$ cat config.mk
export PLATFORM = sky130hd
export DESIGN_NAME = dest_pipe
export DESIGN_NICKNAME = d
export VERILOG_FILES = /design/src/rtl/dest_pipe.sv
export SDC_FILE = /design/constraint.sdc
export NUM_CORES = 1
export LEC_CHECK = 0
export ABC_AREA = 1
export CAP_MARGIN = 10
export CORE_MARGIN = 2
export CORE_UTILIZATION = 36
export CTS_CLUSTER_SIZE = 16
export DETAILED_ROUTE_END_ITERATION = 12
export PLACE_DENSITY = 0.82
export SLEW_MARGIN = 20
export SYNTH_ARGS = -nofsm -noshare
export SYNTH_HDL_FRONTEND = slang
export SYNTH_SLANG_ARGS = --single-unit
$ cat constraint.sdc
create_clock -name clk -period 3.1 [get_ports clk]
set_input_delay 0.775 -clock clk [delete_from_list [all_inputs] [get_ports clk]]
set_output_delay 0.775 -clock clk [all_outputs]
set_load 0.005 [all_outputs]
$ cat src/rtl/dest_pipe.sv
// Destination-register tracking pipeline (EX/MEM/WB slots) that feeds the hazard unit.
// Optional stall-cycle counter is enabled by defining DEST_PIPE_STALL_CNT_EN.
module dest_pipe (
  input  logic        clk,
  input  logic        reset,
  input  logic        stall,
  input  logic        flush,
  input  logic        id_valid,
  input  logic        id_regwrite,
  input  logic [4:0]  id_dest,
  output logic [4:0]  ex_dest,
  output logic [4:0]  mem_dest,
  output logic [4:0]  wb_dest,
  output logic        ex_regwrite,
  output logic        mem_regwrite,
  output logic        wb_regwrite,
  output logic        pc_hold,
  output logic        if_id_hold,
  output logic [1:0]  inflight,
  output logic [15:0] stall_cnt
);

  logic       ex_rw_q,   ex_rw_d;
  logic       mem_rw_q,  mem_rw_d;
  logic       wb_rw_q,   wb_rw_d;
  logic [4:0] ex_dest_q,  ex_dest_d;
  logic [4:0] mem_dest_q, mem_dest_d;
  logic [4:0] wb_dest_q,  wb_dest_d;
  logic       bubble;

  // Stall and flush collapse to a single bubble; flush also cancels the hold.
  assign bubble     = stall | flush;
  assign pc_hold    = stall & ~flush;
  assign if_id_hold = stall & ~flush;

  always_comb begin
    ex_rw_d    = 1'b0;
    ex_dest_d  = '0;
    mem_rw_d   = ex_rw_q;
    mem_dest_d = ex_dest_q;
    wb_rw_d    = mem_rw_q;
    wb_dest_d  = mem_dest_q;
    // $zero writes are dropped so they never look like a pending producer.
    if (!bubble && id_valid && id_regwrite && (id_dest != '0)) begin
      ex_rw_d   = 1'b1;
      ex_dest_d = id_dest;
    end
  end

  always_ff @(posedge clk) begin
    if (reset) begin
      ex_rw_q    <= 1'b0;
      ex_dest_q  <= '0;
      mem_rw_q   <= 1'b0;
      mem_dest_q <= '0;
      wb_rw_q    <= 1'b0;
      wb_dest_q  <= '0;
    end else begin
      ex_rw_q    <= ex_rw_d;
      ex_dest_q  <= ex_dest_d;
      mem_rw_q   <= mem_rw_d;
      mem_dest_q <= mem_dest_d;
      wb_rw_q    <= wb_rw_d;
      wb_dest_q  <= wb_dest_d;
    end
  end

  assign ex_regwrite  = ex_rw_q;
  assign mem_regwrite = mem_rw_q;
  assign wb_regwrite  = wb_rw_q;
  assign ex_dest      = ex_dest_q;
  assign mem_dest     = mem_dest_q;
  assign wb_dest      = wb_dest_q;
  assign inflight     = {1'b0, ex_rw_q} + {1'b0, mem_rw_q} + {1'b0, wb_rw_q};

`ifdef DEST_PIPE_STALL_CNT_EN
  logic [15:0] stall_cnt_q, stall_cnt_d;

  always_comb begin
    stall_cnt_d = stall_cnt_q;
    if (stall && (stall_cnt_q != '1))
      stall_cnt_d = stall_cnt_q + 16'd1;
  end

  always_ff @(posedge clk) begin
    if (reset)
      stall_cnt_q <= '0;
    else
      stall_cnt_q <= stall_cnt_d;
  end

  assign stall_cnt = stall_cnt_q;
`else
  assign stall_cnt = '0;
`endif

endmodule

# Yosys cells after proc, flatten, opt, wreduce, memory -nomap -nowiden
# Index checks and enable logic that the tools add are counted.
[totals] elab_cells=19 input_bits=11 regBits=18 output_inout_bits=38
[classes] reduce_logical=6 bitwise_logic=4 muxes=1 addsub=2
[op_table] operator="nonzero test 5 bit" n=1
[op_table] operator="logical AND 1 bit" n=3
[op_table] operator="adder 1 x 1 -> 2 bit" n=1
[op_table] operator="adder 2 x 1 -> 2 bit" n=1
[op_table] operator="NOT 1 bit" n=2
[op_table] operator="OR reduction 2 bit" n=1
[op_table] operator="AND 1 bit" n=1
[op_table] operator="zero test 1 bit" n=1
[op_table] operator="two-way mux 1 bit" n=1
[op_table] operator="bitwise OR 1 bit" n=1

# Logic depth before layout (Yosys ltp)
[depth] depth_word=7 ltp_mapped=5 mapped_depth_nobuf=5

# Worst setup path before layout
# OpenSTA, ideal clock, no wires.
[synth_timing] path_kind="input port to output port" start="input port stall" end="output port pc_hold" required_ns=2.325 arrival_time_ns=1.068 setup_slack_ns=1.257 path_buffers=1 cell_stages=3 cell_sequence="inv_1 > nor2_1 > buf_4"
[synth_between] elab_chain_cells=1
[synth_rtl] item="from (decl)" line_no="6" text="input logic stall,"
[synth_rtl] item="AND 1 bit"
[synth_rtl] item="to (decl)" line_no="17" text="output logic pc_hold,"
# Every way passes these cells.

# Worst setup path after layout
[layout_timing] start="input port stall" end="output port if_id_hold"
[layout_between] elab_chain_cells=1
[layout_rtl] item="AND 1 bit" line_no="34" text="assign if_id_hold = stall & ~flush;"
[layout_rtl] item="to (decl)" line_no="18" text="output logic if_id_hold,"
# Every way passes these cells.

==> run_results.csv <==
group,metric,value,unit
worst_setup_path,arrival,1930,ps
worst_setup_path,cpPeakStageDelay,530,ps
yosys,synth_edf_count,0,
yosys,synthTopCellsByArea,"dfxtp_1, buf_4, inv_1, nor2_1, fa_1",
place,gp_congestion,0.659,
pwr,peakVddDrop,202,uV
global_routing,grtUsageTotal,10.1,%
yosys,seq_area_frac_synth,51.3,%
clock_tree,cts-buffers-inserted,3,
worst_setup_path,r2r_start,"ex_regwrite",
yosys,synth_top_area_cell,"dfxtp_1",
global_routing,antenna_found_initial,0,
worst_setup_path,crit_path_max_fanout,2,
yosys,syn_inst,84,
run_status,status,"completed",
cells_and_area,area_growth,44.4,%
global_routing,grt_pass1_vias,413,
sta,rsz0062_at_grt,"false",
worst_setup_path,cp.depth,4,
die,die_h,48.2,um
yosys,yosysWarnings,0,
yosys,synth_cell_types,13,
pwr,power_leakage,0.451,nW
clock_tree,cts.sinks,18,
die,ios,49,
die,std_cell_rows,15,
worst_setup_path,cpMostUsedCell,"clkdlybuf4s50_1",
detailed_routing,ant_nets,0,
worst_setup_path,endpoint_kind,"output port",
cells_and_area,final_area,0.00101,mm2
worst_setup_path,cp.required,2320,ps
cells_and_area,drive_above_1_share,6.84,%
clock_tree,htree_levels,1,
worst_setup_path,worstSetupPathType,"input port to output port",
sta,fin_crit,2700,ps
sta,hold_viol_final,0,
global_routing,grt_pass1_wl,1650,um
cells_and_area,insertedDiodeCount,0,
die,coreArea,0.00178,mm2
worst_setup_path,crit_slowest_cell,"clkdlybuf4s50_1",
place,hpwl,935,um
die,die_w,48.2,um
yosys,synthArstFlopShare,0,%
detailed_routing,wl,1070,um
worst_setup_path,critPathTopFamily,"buffers and inverters",
yosys,synth_area,702,um2
yosys,synth_common_cells,"inv_1, nor2_1, dfxtp_1, buf_4",
clock_tree,cts.path.max_buffers,2,
yosys,syn_avg_cell_area,8.36,um2
yosys,netlist.area_leader.share,51.3,%
global_routing,grt_max_degree,14,
sta,setup_violations,0,
place,post_dp_cell_area,977,um2
clock_tree,postCtsSetupRepairBufs,0,
detailed_routing,wl_per_cell,7.56,um
die,initial_utilization,39.4,%
place,numPortBuffers,32,
worst_setup_path,rr_worst_depth,2,
clock_tree,cts_hold_buf,0,
sta,drv_slew,0,
die,die-area,0.00232,mm2
pwr,p_per_area,399,mW/mm2
clock_tree,cts_resized,0,
clock_tree,path_clk_slew,90,ps
worst_setup_path,cp-start-kind,"input port",
worst_setup_path,path_cells,"clkdlybuf4s50_1 > inv_1 > nor2_1 > clkdlybuf4s50_1",
detailed_routing,vias,513,
hold_path,holdPathStages,2,
clock_tree,cts_tree,"yes",
worst_setup_path,rrSetupSlack,2510,ps
hold_path,whs_endpoint,"wb_dest[4]",
detailed_routing,drt_iter0_markers,2,
sta,timing.fmax,370,MHz
worst_setup_path,worst-path-buf-inv,3,
sta,fin_skew,0.442,ps
clock_tree,insertion_delay,280,ps
detailed_routing,avgViaCountPerCell,3.61,
detailed_routing,drcViolationCount,0,
clock_tree,cts-root-buf,"clkbuf_4",
sta,fin_tns_setup,0,ps
yosys,synth_seq_cells,18,
worst_setup_path,reg2reg_to,"mem_regwrite",
flow_run,drv_cap,0,
hold_path,hp-start,"mem_dest[4]",
cells_and_area,finalNetCount,130,
detailed_routing,first_pass_iters,4,
yosys,dominantRegCellSynth,"dfxtp_1",
hold_path,hold_class,"flip-flop to flip-flop",
global_routing,grt_remaining_overflow,0,
sta,fin_crit_sh,87.1,%
-- per-stage QoR --
| step | cells | total power, mW | utilization (%) | hold WS [ps] | setup WS (ps) |
|---|---|---|---|---|---|
| 3_5_place_dp | 138 | 0.273 | 54.8 | 411 | 380 |
| 5_1_grt | 142 | 0.422 | 56.8 | 438 | 289 |
| 6_report | 142 | 0.405 | 56.8 | 422 | 399 |
| 4_1_cts | 142 | 0.408 | 56.8 | 425 | 381 |
| 3_3_place_gp | 138 | 0.272 | 54.8 | 410 | 436 |
| 2_1_floorplan | 99 | 0.267 | - | 420 | 1260 |
-- worst max path at each step --
| stage | start | to | slack, ps |
|---|---|---|---|
| 2_1_floorplan | stall | pc_hold | 1260 |
| 3_3_place_gp | stall | pc_hold | 440 |
| 3_5_place_dp | stall | if_id_hold | 380 |
| 4_1_cts | stall | if_id_hold | 380 |
| 5_1_grt | stall | if_id_hold | 290 |
| 6_report | stall | if_id_hold | 400 |
-- cell usage in the layout, fill, tap and decap left out, drive strengths merged --
master / netlist / routed
clkbuf: 0 / 4
inv: 21 / 21
dfxtp: 18 / 18
conb: 1 / 16
nor2: 21 / 21
nand2: 2 / 2
clkdlybuf4s50: 0 / 32
fa: 1 / 1
nand3: 2 / 2
-- logic make-up after synthesis --
kind of cell | synth area share (%)
buf+inv | 30.1
fa+ha+maj | 2.85
flops | 51.3
simple gates | 15.2
other cells | 0.534
-- metal layers --
layer	vias up	part of all wire (%)	global-route usage, %
li1	264	-	-
met5	-	0	0
met2	35	50	19.5
met3	0	12	2.59
met1	214	37	10.5
met4	0	0	3.24
-- state kept, by name, indices dropped and copies added (netlist names) --
register	flops
wb_regwrite	1
wb_dest	5
ex_regwrite	1
mem_dest	5
ex_dest	5
mem_regwrite	1
-- worst register-to-register path, delay by kind of cell (launching register included) --
kind          cells  cell delay (ps)
flops             1              400
buf+inv           1               50
simple gates      1               70
-- layout make-up --
cell class,instances,area [um2]
multi-input cells,42,186
clock buffers,4,36.3
inverters,21,78.8
well taps,25,31.3
flip-flops and latches,18,360
fillers,177,769
repair buffers,32,320
-- report_power, final --
group / internal, mW / switching [mW] / total, mW
Combinational: 0.0189 / 0.0150 / 0.0339
Sequential: 0.233 / 0.000962 / 0.234
Clock: 0.0714 / 0.0658 / 0.137
Power figures use the tool's default switching activity.
